===== src/rtl/dm_bus_arbiter.sv =====
// Round-robin arbiter that funnels several requesters onto one DM bus slave port,
// aborting a transfer whose slave never answers within TIMEOUT busy cycles.
//
// state | meaning
// IDLE  | no transfer outstanding; arbitrate among req_valid each cycle
// BUSY  | bus_* registers hold the granted transfer until bus_ready or timeout
module dm_bus_arbiter #(
   parameter int NUM_REQ = 2,
   parameter int TIMEOUT = 255,
   parameter int ID_W    = 3
) (
   input  logic                  clk,
   input  logic                  reset,
   input  logic [NUM_REQ-1:0]    req_valid,
   input  logic [NUM_REQ-1:0]    req_write,
   input  logic [NUM_REQ*20-1:0] req_addr,
   input  logic [NUM_REQ*32-1:0] req_wdata,
   output logic [NUM_REQ-1:0]    req_ready,
   output logic [31:0]           req_rdata,
   output logic                  req_err,
   output logic [ID_W-1:0]       grant_id,
   output logic                  bus_valid,
   input  logic                  bus_ready,
   output logic                  bus_write,
   output logic [19:0]           bus_addr,
   output logic [31:0]           bus_wdata,
   input  logic [31:0]           bus_rdata
);

   localparam logic [0:0] IDLE = 1'b0;
   localparam logic [0:0] BUSY = 1'b1;

   localparam int              CNT_W   = 10;
   localparam logic [CNT_W-1:0] TO_LAST = CNT_W'(TIMEOUT - 1);
   localparam logic [ID_W-1:0]  LAST_ID = ID_W'(NUM_REQ - 1);

   logic [0:0]           state;
   logic [ID_W-1:0]      rr;
   logic [CNT_W-1:0]     to_cnt;

   logic [2*NUM_REQ-1:0] dbl_valid;
   logic [NUM_REQ-1:0]   rot_valid;
   logic                 sel_found;
   int                   sel_off;
   int                   sel_sum;
   logic [ID_W-1:0]      sel_idx;
   logic                 sel_write;
   logic [19:0]          sel_addr;
   logic [31:0]          sel_wdata;

   logic                 done_ok;
   logic                 done_to;
   logic                 done;

   // Rotating the request vector by rr turns the circular search into a
   // plain lowest-set-bit search.
   assign dbl_valid = {req_valid, req_valid} >> rr;
   assign rot_valid = dbl_valid[NUM_REQ-1:0];

   always_comb begin
      sel_found = 1'b0;
      sel_off   = 0;
      for (int k = NUM_REQ - 1; k >= 0; k--) begin
         if (rot_valid[k]) begin
            sel_found = 1'b1;
            sel_off   = k;
         end
      end
      sel_sum = int'(rr) + sel_off;
      if (sel_sum >= NUM_REQ) sel_sum = sel_sum - NUM_REQ;
      sel_idx = ID_W'(sel_sum);
   end

   always_comb begin
      sel_write = 1'b0;
      sel_addr  = '0;
      sel_wdata = '0;
      for (int i = 0; i < NUM_REQ; i++) begin
         if (sel_idx == ID_W'(i)) begin
            sel_write = req_write[i];
            sel_addr  = req_addr[20*i +: 20];
            sel_wdata = req_wdata[32*i +: 32];
         end
      end
   end

   // A slave answer in the final timeout cycle still counts as a normal completion.
   assign done_ok = (state == BUSY) && bus_valid && bus_ready;
   assign done_to = (state == BUSY) && bus_valid && !bus_ready && (to_cnt == TO_LAST);
   assign done    = done_ok || done_to;

   always_comb begin
      req_ready = '0;
      for (int i = 0; i < NUM_REQ; i++) begin
         req_ready[i] = done && (grant_id == ID_W'(i));
      end
   end

   assign req_rdata = done_ok ? bus_rdata : 32'h0;
   assign req_err   = done_to;

   always_ff @(posedge clk) begin
      if (reset) begin
         state     <= IDLE;
         bus_valid <= 1'b0;
         bus_write <= 1'b0;
         bus_addr  <= '0;
         bus_wdata <= '0;
         grant_id  <= '0;
         rr        <= '0;
         to_cnt    <= '0;
      end else begin
         case (state)
            IDLE: begin
               if (sel_found) begin
                  bus_write <= sel_write;
                  bus_addr  <= sel_addr;
                  bus_wdata <= sel_wdata;
                  grant_id  <= sel_idx;
                  bus_valid <= 1'b1;
                  to_cnt    <= '0;
                  state     <= BUSY;
               end else begin
                  bus_valid <= 1'b0;
               end
            end
            BUSY: begin
               if (done) begin
                  bus_valid <= 1'b0;
                  rr        <= (grant_id == LAST_ID) ? '0 : grant_id + ID_W'(1);
                  state     <= IDLE;
               end else if (to_cnt != '1) begin
                  to_cnt <= to_cnt + CNT_W'(1);
               end
            end
            default: state <= IDLE;
         endcase
      end
   end

endmodule

===== config.mk =====
export PLATFORM = sky130hd
export DESIGN_NAME = dm_bus_arbiter
export DESIGN_NICKNAME = d
export VERILOG_FILES = /design/src/rtl/dm_bus_arbiter.sv
export SDC_FILE = /design/constraint.sdc
export NUM_CORES = 1
export LEC_CHECK = 0
export CORE_ASPECT_RATIO = 0.5
export CORE_MARGIN = 2
export CORE_UTILIZATION = 38
export DETAILED_ROUTE_END_ITERATION = 12
export PLACE_DENSITY_LB_ADDON = 0.2
export RECOVER_POWER = 100
export SKIP_LAST_GASP = 1
export SYNTH_ARGS = -nofsm -noshare
export SYNTH_HDL_FRONTEND = slang
export SYNTH_SLANG_ARGS = --single-unit

===== constraint.sdc =====
create_clock -name clk -period 2.5 [get_ports clk]
set_clock_uncertainty 0.15 [all_clocks]
set_input_delay 0.5 -clock clk [delete_from_list [all_inputs] [get_ports clk]]
set_output_delay 0.5 -clock clk [all_outputs]
set_load 0.01 [all_outputs]

After elaboration in Yosys (flattened, before gate mapping)
Index checks and enable logic that the tools add are counted.

storage, ports and cells
  logic and storage cells = 58
  bits of input ports = 143
  output and inout bits = 92
  register bits after elaboration = 71

cells by class
  equal/unequal tests = 8
  shift operators = 1
  reduce and logical (&&, ||, !) cells = 13
  add/subtract/negate cells = 4
  $lt $le $gt $ge = 1
  multiplexer cells = 22
  bitwise operators = 1

operators by type and width
  kind                     number
  $mux W32                 3
  $mux W20                 2
  $mux W10                 3
  $pmux W10 S2             1
  $add A10 B1 Y10 const B  1
  $eq A10 B8 Y1 const B    1
  $ne A10 B10 Y1 const B   1
  $mux W1                  9
  $eq A3 B1 Y1 const B     2
  $logic_and A1 B1 Y1      6
  $logic_not A3 Y1         2
  $mux W3                  2
  $add A3 B1 Y4            1
  $ge A4 B2 Y1 const B     1
  $ne A2 B1 Y1 const B     2
  $ne A2 B2 Y1 const B     2
  $pmux W1 S2              2
  $reduce_and A2 Y1        2
  $shr A4 B3 Y2            1
  $add A3 B1 Y3 const B    1
  $reduce_and A3 Y1        1
  $sub A3 B2 Y3 const B    1
  $logic_not A1 Y1         1
  $logic_or A1 B1 Y1       1
  $not A1 Y1               1

Depth between registers and ports, before layout
Gate-level depths: netlist (run 1).

  word-level depth = 9
  depth in mapped cells = 9
  gate-level depth less buffers = 7

Worst setup path after synthesis (run 1)
OpenSTA, ideal clock, no wires.

  kind = input -> register
  start = in req_valid[0]
  end = reg bus_addr[0]
  cell stages on the path = 9
  slack = 257 ps
  buffers on the path = 2
  required time = 2280 ps
  data arrival time = 2022 ps
  library setup time = 70 ps
  cells stage by stage = nor4bb_1 > a21oi_1 > nor2_1 > ha_1 > buf_2 > buf_2 > mux2i_1 > or3_1 > a21oi_1

RTL lines
  element               RTL line  RTL
  start, declared       14        input logic [NUM_REQ-1:0] req_valid,
  end signal, assigned  117       bus_addr <= sel_addr;
  end, declared         25        output logic [19:0] bus_addr,

Worst setup path after layout (run 1)
  start = reg to_cnt[0]
  end = out req_ready[1]

between the ends
  longest elaborated chain between the ends = 4

RTL lines
  element                 RTL line  RTL
  start, declared         39        logic [CNT_W-1:0] to_cnt;
  start signal, assigned  133       to_cnt <= to_cnt + CNT_W'(1);
  $eq A10 B8 Y1           89        assign done_to = (state == BUSY) && bus_valid && !bus_ready && (to_cnt == TO_LAST);
  $logic_and A1 B1 Y1     89
  $logic_or A1 B1 Y1      90        assign done = done_ok || done_to;
  $logic_and A1 B1 Y1     95        req_ready[i] = done && (grant_id == ID_W'(i));
  end, declared           18        output logic [NUM_REQ-1:0] req_ready,

No other way between the ends.

==> results of run 1 <==
==> logic make-up after synthesis <==
family	count (synthesis)
simple gates	201
flops	71
compound gates	76
xor+xnor	1
mux	59
fa+ha+maj	4
buf+inv	42
==> metrics by stage <==
stage / setup TNS [ps] / total power, mW
global placement: -19270 / 2.19
global route: -34.2 / 3.90
CTS: -5610 / 3.80
finish: 0 / 3.74
detailed placement: -22630 / 2.20
floorplan: 0 / 1.68
==> worst max path at each step <==
stage / start / to / slack, ps / cells past startpoint
floorplan: req_valid[0] / bus_addr[0] / 260 / 9
global placement: bus_ready / req_rdata[6] / -240 / 5
detailed placement: req_valid[0] / bus_wdata[26] / -320 / 9
CTS: to_cnt[0] / req_ready[1] / -240 / 6
global route: rr[0] / bus_addr[10] / -30 / 8
finish: to_cnt[0] / req_ready[1] / 90 / 6
==> registers in the layout, summed over array words and instances (netlist names) <==
register / count
bus_addr: 20
bus_valid: 1
bus_wdata: 32
bus_write: 1
grant_id: 3
rr: 3
state: 1
to_cnt: 10
==> layout make-up <==
class,instances,share of cell area [%]
tap,135,2.46
clock inverter,5,1.87
inverter,4,0.218
multi-input combinational,341,32.8
sequential,71,20.7
clock buffer,11,3.53
timing repair buffer,268,38.5
==> power groups by stage <==
stage          combinational (mW)  sequential (mW)  clock [mW]
6_report                    0.894             1.26        1.58
5_1_grt                     0.965             1.27        1.67
4_1_cts                     0.924             1.26        1.61
3_5_place_dp                0.915             1.29           0
3_3_place_gp                0.904             1.28           0
2_1_floorplan               0.357             1.32           0
==> layout by cell type (no fill, tap or decap), drive strengths merged, types with 19 or more instances in the layout <==
| cell | n |
|---|---|
| clkdlybuf4s50 | 138 |
| dfxtp | 71 |
| nand2 | 64 |
| a21oi | 60 |
| or3 | 60 |
| mux2i | 59 |
| dlygate4sd3 | 57 |
| and2 | 32 |
| buf | 29 |
| clkbuf | 19 |
==> critical path, delay by kind of cell, from the launching register on <==
kind | cells | cell delay, ps
adders and majority gates | 1 | 180
and+or+nand+nor | 2 | 370
AOI/OAI and AO/OA | 1 | 370
DFF | 1 | 310
buffers and inverters | 2 | 200
==> layer usage <==
metal / wire (um) / part of all wire, % / GRT usage, % / vias to the layer above
li1: - / - / - / 2097
met1: 5500 / 42 / 26.5 / 1960
met2: 6570 / 50 / 40.9 / 167
met3: 931 / 7.1 / 6.55 / 12
met4: 76 / 0.58 / 4.90 / 0
met5: 0 / 0 / 0 / -
==> repair_timing <==
item | 4_1_cts | 5_1_grt
setup buffers | 2 | 1
endpoints found under the setup margin | 58 | 87
pin swaps | 3 | 5
gates resized for setup | 20 | 30
hold buffers | 0 | 0
cloned | 1 | 3
==> impl_metrics.xml, run 1 <==
<?xml version="1.0" encoding="UTF-8"?>
<metrics>
  <group name="flow_run">
    <metric name="cap_viol_max_count" unit="">0</metric>
  </group>
  <group name="yosys">
    <metric name="synth.area.mux_share" unit="%">15.5</metric>
    <metric name="synth_top_family_by_area" unit="">simple AND/OR/NAND/NOR gates</metric>
    <metric name="synth_nets" unit="">601</metric>
    <metric name="synth_largest_area_cell" unit="">dfxtp_1</metric>
    <metric name="synthFlopType" unit="">dfxtp_1</metric>
    <metric name="synth_simple_gate_area_share" unit="%">28.7</metric>
    <metric name="synth_compound_gate_area_share" unit="%">12.4</metric>
    <metric name="synth_cells" unit="">454</metric>
    <metric name="yosysWarnings" unit="">0</metric>
    <metric name="ys_seq_elements" unit="">71</metric>
    <metric name="yosysMostFrequentCell" unit="">dfxtp_1</metric>
    <metric name="synthesis.area" unit="um^2">3820</metric>
    <metric name="synth-edff-count" unit="">0</metric>
    <metric name="synth_cell_type_count" unit="">42</metric>
    <metric name="ys_top_cells_by_count" unit="">71 x dfxtp_1, 64 x nand2_1, 60 x a21oi_1, 59 x mux2i_1, 59 x or3_1</metric>
    <metric name="synthAdderAreaFrac" unit="%">1.31</metric>
    <metric name="synth-async-reset-ratio" unit="%">0</metric>
    <metric name="synth_sequential_area_ratio" unit="%">37.2</metric>
    <metric name="synthTopCellsByArea" unit="">dfxtp_1 37%, mux2i_1 15%, or3_1 9.7%</metric>
    <metric name="syn_avg_cell_area" unit="um^2">8.41</metric>
    <metric name="synth-xor-area-share" unit="%">0.229</metric>
    <metric name="synthDominantCellAreaShare" unit="%">37.2</metric>
  </group>
  <group name="clock_tree">
    <metric name="root_buffer" unit="">clkbuf_16</metric>
    <metric name="htree_num_levels" unit="">3</metric>
    <metric name="clk_pin_slew_worst_paths" unit="ps">60</metric>
    <metric name="tritoncts.num_buffers" unit="">9</metric>
    <metric name="worstSkewPairLatency" unit="ps">330</metric>
    <metric name="cts_tree" unit="">built</metric>
    <metric name="clock_sinks" unit="">71</metric>
    <metric name="cts.path.max_buffers" unit="">2</metric>
  </group>
  <group name="power">
    <metric name="p_comb_share" unit="%">23.9</metric>
    <metric name="cell_internal_pwr" unit="mW">2.85</metric>
    <metric name="power.density" unit="nW/um^2">544</metric>
    <metric name="power_switching" unit="uW">893</metric>
    <metric name="power.ir.vdd_worst" unit="uV">372</metric>
    <metric name="sw_frac_of_total" unit="%">23.9</metric>
    <metric name="leakagePower" unit="nW">2.89</metric>
    <metric name="sequentialPowerShare" unit="%">33.7</metric>
    <metric name="power.share.clock" unit="%">42.3</metric>
  </group>
  <group name="cells_and_area">
    <metric name="nFillCells" unit="">748</metric>
    <metric name="layout.nets" unit="">842</metric>
    <metric name="post_layout_nonfiller_instances" unit="">835</metric>
    <metric name="post_route_core_utilization" unit="%">71.6</metric>
    <metric name="post_route_cells_drive_above_1_share" unit="%">8.43</metric>
    <metric name="layout-area-overhead-vs-synth" unit="%">80.0</metric>
    <metric name="register_area" unit="um^2">1420</metric>
    <metric name="antenna-diode-count" unit="">0</metric>
    <metric name="multiInputGateArea" unit="um^2">2250</metric>
    <metric name="fin_area" unit="um^2">6880</metric>
  </group>
  <group name="grt">
    <metric name="grt_pass1_vias" unit="">3886</metric>
    <metric name="grt_antenna_before_repair" unit="">0</metric>
    <metric name="track_usage" unit="%">22.2</metric>
    <metric name="largest_net_degree_at_the_start_of_global_routing" unit="">50</metric>
    <metric name="grt_pass1_wl" unit="mm">19.4</metric>
    <metric name="grt_overflow_total" unit="">0</metric>
  </group>
  <group name="drt">
    <metric name="drc_violation_count_after_routing" unit="">0</metric>
    <metric name="via_count_of_the_routed_design" unit="">4236</metric>
    <metric name="routed_via_density" unit="">5.07</metric>
    <metric name="routed_wl" unit="mm">13.1</metric>
    <metric name="detail_route.iter0.violations" unit="">237</metric>
    <metric name="wl_per_cell" unit="um">15.7</metric>
    <metric name="ant_nets" unit="">0</metric>
    <metric name="detailedRoute.firstPassIterationCount" unit="">4</metric>
  </group>
  <group name="sta">
    <metric name="final.hold.worst_slack" unit="ps">295</metric>
    <metric name="worst_slew_pin_slew" unit="ps">445</metric>
    <metric name="final-setup-viol-count" unit="">0</metric>
    <metric name="drv_slew" unit="">0</metric>
    <metric name="post-route-min-period" unit="ps">2410</metric>
    <metric name="clock.fmax" unit="GHz">0.416</metric>
    <metric name="timing.slew.headroom" unit="%">70.3</metric>
    <metric name="fin_crit_share" unit="%">96.3</metric>
    <metric name="hold_violations" unit="">0</metric>
    <metric name="finalWorstSetupSlack" unit="ps">93.6</metric>
  </group>
  <group name="hold_path">
    <metric name="hold_class" unit="">register to register</metric>
    <metric name="worstHoldEndpoint" unit="">bus_wdata[17]</metric>
    <metric name="hold-path-cell-count" unit="">2</metric>
    <metric name="hold_path.startpoint" unit="">bus_wdata[17]</metric>
  </group>
  <group name="floorplanning">
    <metric name="design.portCount" unit="">235</metric>
    <metric name="die_x" unit="um">146</metric>
    <metric name="die-height" unit="um">74.9</metric>
    <metric name="placeableCoreArea" unit="um^2">9600</metric>
    <metric name="initial_utilization" unit="%">39.8</metric>
    <metric name="die-area" unit="um^2">10900</metric>
    <metric name="std_cell_rows" unit="">25</metric>
  </group>
  <group name="status">
    <metric name="status" unit="">finished clean</metric>
  </group>
  <group name="place">
    <metric name="buffer_ports.inserted" unit="">234</metric>
    <metric name="gp_congestion" unit="">0.864</metric>
    <metric name="number_of_placed_cells_counting_well_taps" unit="">812</metric>
    <metric name="detailedPlace.worstSlack" unit="ps">-323</metric>
    <metric name="placed_area" unit="um^2">6490</metric>
    <metric name="post-dp-hpwl" unit="mm">9.13</metric>
  </group>
  <group name="critical_path">
    <metric name="critical-path-max-stage-delay" unit="ps">370</metric>
    <metric name="rr_worst_depth" unit="">8</metric>
    <metric name="timing.critical_path.to_type" unit="">output pin</metric>
    <metric name="worst_path_max_delay_cell" unit="">o41ai_4</metric>
    <metric name="r2r_setup_slack" unit="ps">110</metric>
    <metric name="worst_setup_path_start_kind" unit="">register</metric>
    <metric name="timing.setup.critical_path_class" unit="">register to output pin</metric>
    <metric name="regToRegEndpoint" unit="">bus_addr[10]</metric>
    <metric name="path_cells" unit="">inv_1 &gt; ha_1 &gt; nand4b_1 &gt; o41ai_4 &gt; and3_1 &gt; dlymetal6s2s_1</metric>
    <metric name="critical_path_required" unit="ps">1850</metric>
    <metric name="worst_reg2reg_startpoint" unit="">rr[0]</metric>
    <metric name="crit_path_max_fanout" unit="">3</metric>
    <metric name="critical_path_arrival" unit="ps">1760</metric>
  </group>
</metrics>
Note: power is estimated with default switching activity, not from simulation.
==> run 2, diff against run 1 <==
- clock period: 2.5 -> 2.42 ns (I/O delays scaled with it)
==> impl_metrics.xml, run 2 (synthesis gave the netlist of run 1 again) <==
<?xml version="1.0" encoding="UTF-8"?>
<metrics>
  <group name="status">
    <metric name="status" unit="">finished clean</metric>
  </group>
  <group name="drt">
    <metric name="met1_length" unit="mm">5.40</metric>
    <metric name="drc_violation_count_after_routing" unit="">0</metric>
    <metric name="routed_via_density" unit="">4.96</metric>
    <metric name="met3WireLength" unit="um">849</metric>
    <metric name="met2_length" unit="mm">6.05</metric>
    <metric name="top_layer_reached_by_signal_wires" unit="">met4</metric>
    <metric name="wl_per_cell" unit="um">15.0</metric>
    <metric name="detail_route.iter0.violations" unit="">197</metric>
    <metric name="ant_nets" unit="">0</metric>
    <metric name="routed_wl" unit="mm">12.5</metric>
    <metric name="via_count_of_the_routed_design" unit="">4140</metric>
    <metric name="detailedRoute.firstPassIterationCount" unit="">4</metric>
  </group>
  <group name="critical_path">
    <metric name="worst_setup_path_start_kind" unit="">register</metric>
    <metric name="critical_path_arrival" unit="ps">1770</metric>
    <metric name="timing.setup.critical_path_class" unit="">register to output pin</metric>
    <metric name="critical_path_required" unit="ps">1790</metric>
    <metric name="crit_path_max_fanout" unit="">3</metric>
    <metric name="rr_worst_depth" unit="">7</metric>
    <metric name="timing.critical_path.to_type" unit="">output pin</metric>
  </group>
  <group name="sta">
    <metric name="fin_crit_share" unit="%">99.4</metric>
    <metric name="drv_slew" unit="">0</metric>
    <metric name="timing.slew.headroom" unit="%">69.5</metric>
    <metric name="clock.fmax" unit="GHz">0.416</metric>
    <metric name="worst_slew_pin_slew" unit="ps">452</metric>
    <metric name="rsz0062_at_grt" unit="">yes</metric>
    <metric name="tns" unit="ps">0</metric>
    <metric name="hold_violations" unit="">0</metric>
    <metric name="final-setup-viol-count" unit="">0</metric>
    <metric name="post-route-min-period" unit="ps">2410</metric>
    <metric name="final.hold.worst_slack" unit="ps">297</metric>
  </group>
  <group name="power">
    <metric name="leakagePower" unit="nW">2.65</metric>
    <metric name="power_switching" unit="uW">911</metric>
    <metric name="sequentialPowerShare" unit="%">36.6</metric>
    <metric name="report.power.total" unit="mW">3.57</metric>
    <metric name="sw_frac_of_total" unit="%">25.5</metric>
    <metric name="cell_internal_pwr" unit="mW">2.66</metric>
    <metric name="power.ir.vdd_worst" unit="uV">320</metric>
    <metric name="p_comb_share" unit="%">26.6</metric>
    <metric name="power.density" unit="nW/um^2">526</metric>
    <metric name="power.share.clock" unit="%">36.8</metric>
  </group>
  <group name="grt">
    <metric name="largest_net_degree_at_the_start_of_global_routing" unit="">44</metric>
    <metric name="grt_pass1_wl" unit="mm">19.2</metric>
    <metric name="track_usage" unit="%">22.3</metric>
    <metric name="grt_pass1_vias" unit="">3823</metric>
    <metric name="grt_overflow_total" unit="">0</metric>
    <metric name="grt_antenna_before_repair" unit="">0</metric>
  </group>
  <group name="place">
    <metric name="buffer_ports.inserted" unit="">234</metric>
    <metric name="number_of_placed_cells_counting_well_taps" unit="">814</metric>
    <metric name="gp_congestion" unit="">0.896</metric>
    <metric name="post-dp-hpwl" unit="mm">9.05</metric>
  </group>
  <group name="cells_and_area">
    <metric name="post_layout_nonfiller_instances" unit="">834</metric>
    <metric name="antenna-diode-count" unit="">0</metric>
    <metric name="largest_register_ffs" unit="">32</metric>
    <metric name="layout-area-overhead-vs-synth" unit="%">77.5</metric>
    <metric name="final_common_cell" unit="">clkdlybuf4s50_1</metric>
    <metric name="top_register" unit="">bus_wdata</metric>
    <metric name="post_route_cells_drive_above_1_share" unit="%">12.7</metric>
    <metric name="biggestRegsByFlops" unit="">bus_wdata (32), bus_addr (20), to_cnt (10)</metric>
    <metric name="most-common-layout-cells" unit="">196 x clkdlybuf4s50_1, 67 x dfxtp_1, 64 x nand2_1</metric>
    <metric name="layout.nets" unit="">841</metric>
  </group>
  <group name="clock_tree">
    <metric name="cts_tree" unit="">built</metric>
    <metric name="clock_sinks" unit="">71</metric>
    <metric name="clk_pin_slew_worst_paths" unit="ps">50</metric>
    <metric name="cts.path.max_buffers" unit="">2</metric>
    <metric name="htree_num_levels" unit="">3</metric>
    <metric name="worstSkewPairLatency" unit="ps">340</metric>
    <metric name="tritoncts.num_buffers" unit="">9</metric>
    <metric name="root_buffer" unit="">clkbuf_16</metric>
  </group>
  <group name="floorplanning">
    <metric name="placeableCoreArea" unit="um^2">9600</metric>
    <metric name="die-height" unit="um">74.9</metric>
    <metric name="design.portCount" unit="">235</metric>
    <metric name="std_cell_rows" unit="">25</metric>
    <metric name="die-area" unit="um^2">10900</metric>
    <metric name="initial_utilization" unit="%">39.8</metric>
    <metric name="die_x" unit="um">146</metric>
  </group>
  <group name="hold_path">
    <metric name="hold_class" unit="">register to register</metric>
    <metric name="hold-path-cell-count" unit="">2</metric>
  </group>
  <group name="flow_run">
    <metric name="cap_viol_max_count" unit="">0</metric>
  </group>
</metrics>
## run 2: changes by cell type in the layout (fill, tap and decap cells not counted), moves of 3 or more
| cell | previous run | this run |
|---|---|---|
| dlygate4sd3_1 | 57 | 0 |
| bufinv_16 | 4 | 1 |
| clkdlybuf4s15_1 | 0 | 12 |
| and2_0 | 4 | 0 |
| dlymetal6s2s_1 | 5 | 1 |
| dlygate4sd2_1 | 15 | 2 |
| and2_1 | 28 | 32 |
| dfxtp_2 | 0 | 4 |
| clkdlybuf4s25_1 | 16 | 0 |
| clkbuf_2 | 3 | 20 |
| buf_4 | 18 | 24 |
| dfxtp_1 | 71 | 67 |
| clkdlybuf4s50_1 | 138 | 196 |
## run 2: layout make-up
class	count	area, um^2
inverter	4	15.0
clock inverter	3	42.5
multi-input combinational	341	2280
fill	749	2820
sequential	71	1430
clock buffer	13	250
timing repair buffer	267	2600
tap	135	169
## run 2: final timing paths
kind / start / endpoint / slack, ps
setup / recovery: to_cnt[7] / req_ready[1] / 10
hold / removal: bus_wdata[8] / bus_wdata[8] / 300
setup reg to reg: state / to_cnt[7] / 190
hold reg to reg: bus_wdata[8] / bus_wdata[8] / 300
## run 2: layer usage
layer	track usage (%)	up-vias
met4	7.84	0
met1	27.0	1888
met2	37.8	138
met5	0	-
li1	-	2091
met3	7.82	23
## run 2: power by group through the flow
| stage | registers (mW) | logic (mW) | clock network [mW] |
|---|---|---|---|
| floorplan | 1.37 | 0.369 | 0 |
| global placement | 1.32 | 0.937 | 0 |
| detailed placement | 1.33 | 0.951 | 0 |
| CTS | 1.31 | 0.953 | 1.35 |
| global route | 1.32 | 1.02 | 1.41 |
| finish | 1.30 | 0.950 | 1.31 |
## run 2: per-stage QoR
| stage | instance area [um^2] | utilization (%) | worst slack (ps) |
|---|---|---|---|
| finish | 6780 | 70.6 | 14.0 |
| global route | 6780 | 70.6 | -49.3 |
| CTS | 6810 | 71.0 | -217 |
| detailed placement | 6500 | 67.7 | -416 |
| global placement | 6500 | 67.7 | -343 |
| floorplan | 3820 | - | 193 |
## run 2: critical path: stages, from the launching register on
cell and delay, ps:
dfxtp_1 330, nand4_1 220, o41ai_4 440, buf_4 180, and3_4 180, buf_6 90
## run 2: repair_timing
action,4_1_cts,5_1_grt
setup endpoints to repair,81,89
resized for setup,56,52
pin swaps,5,6
setup buffers,4,0
cloned,0,1
hold buffers,0,0
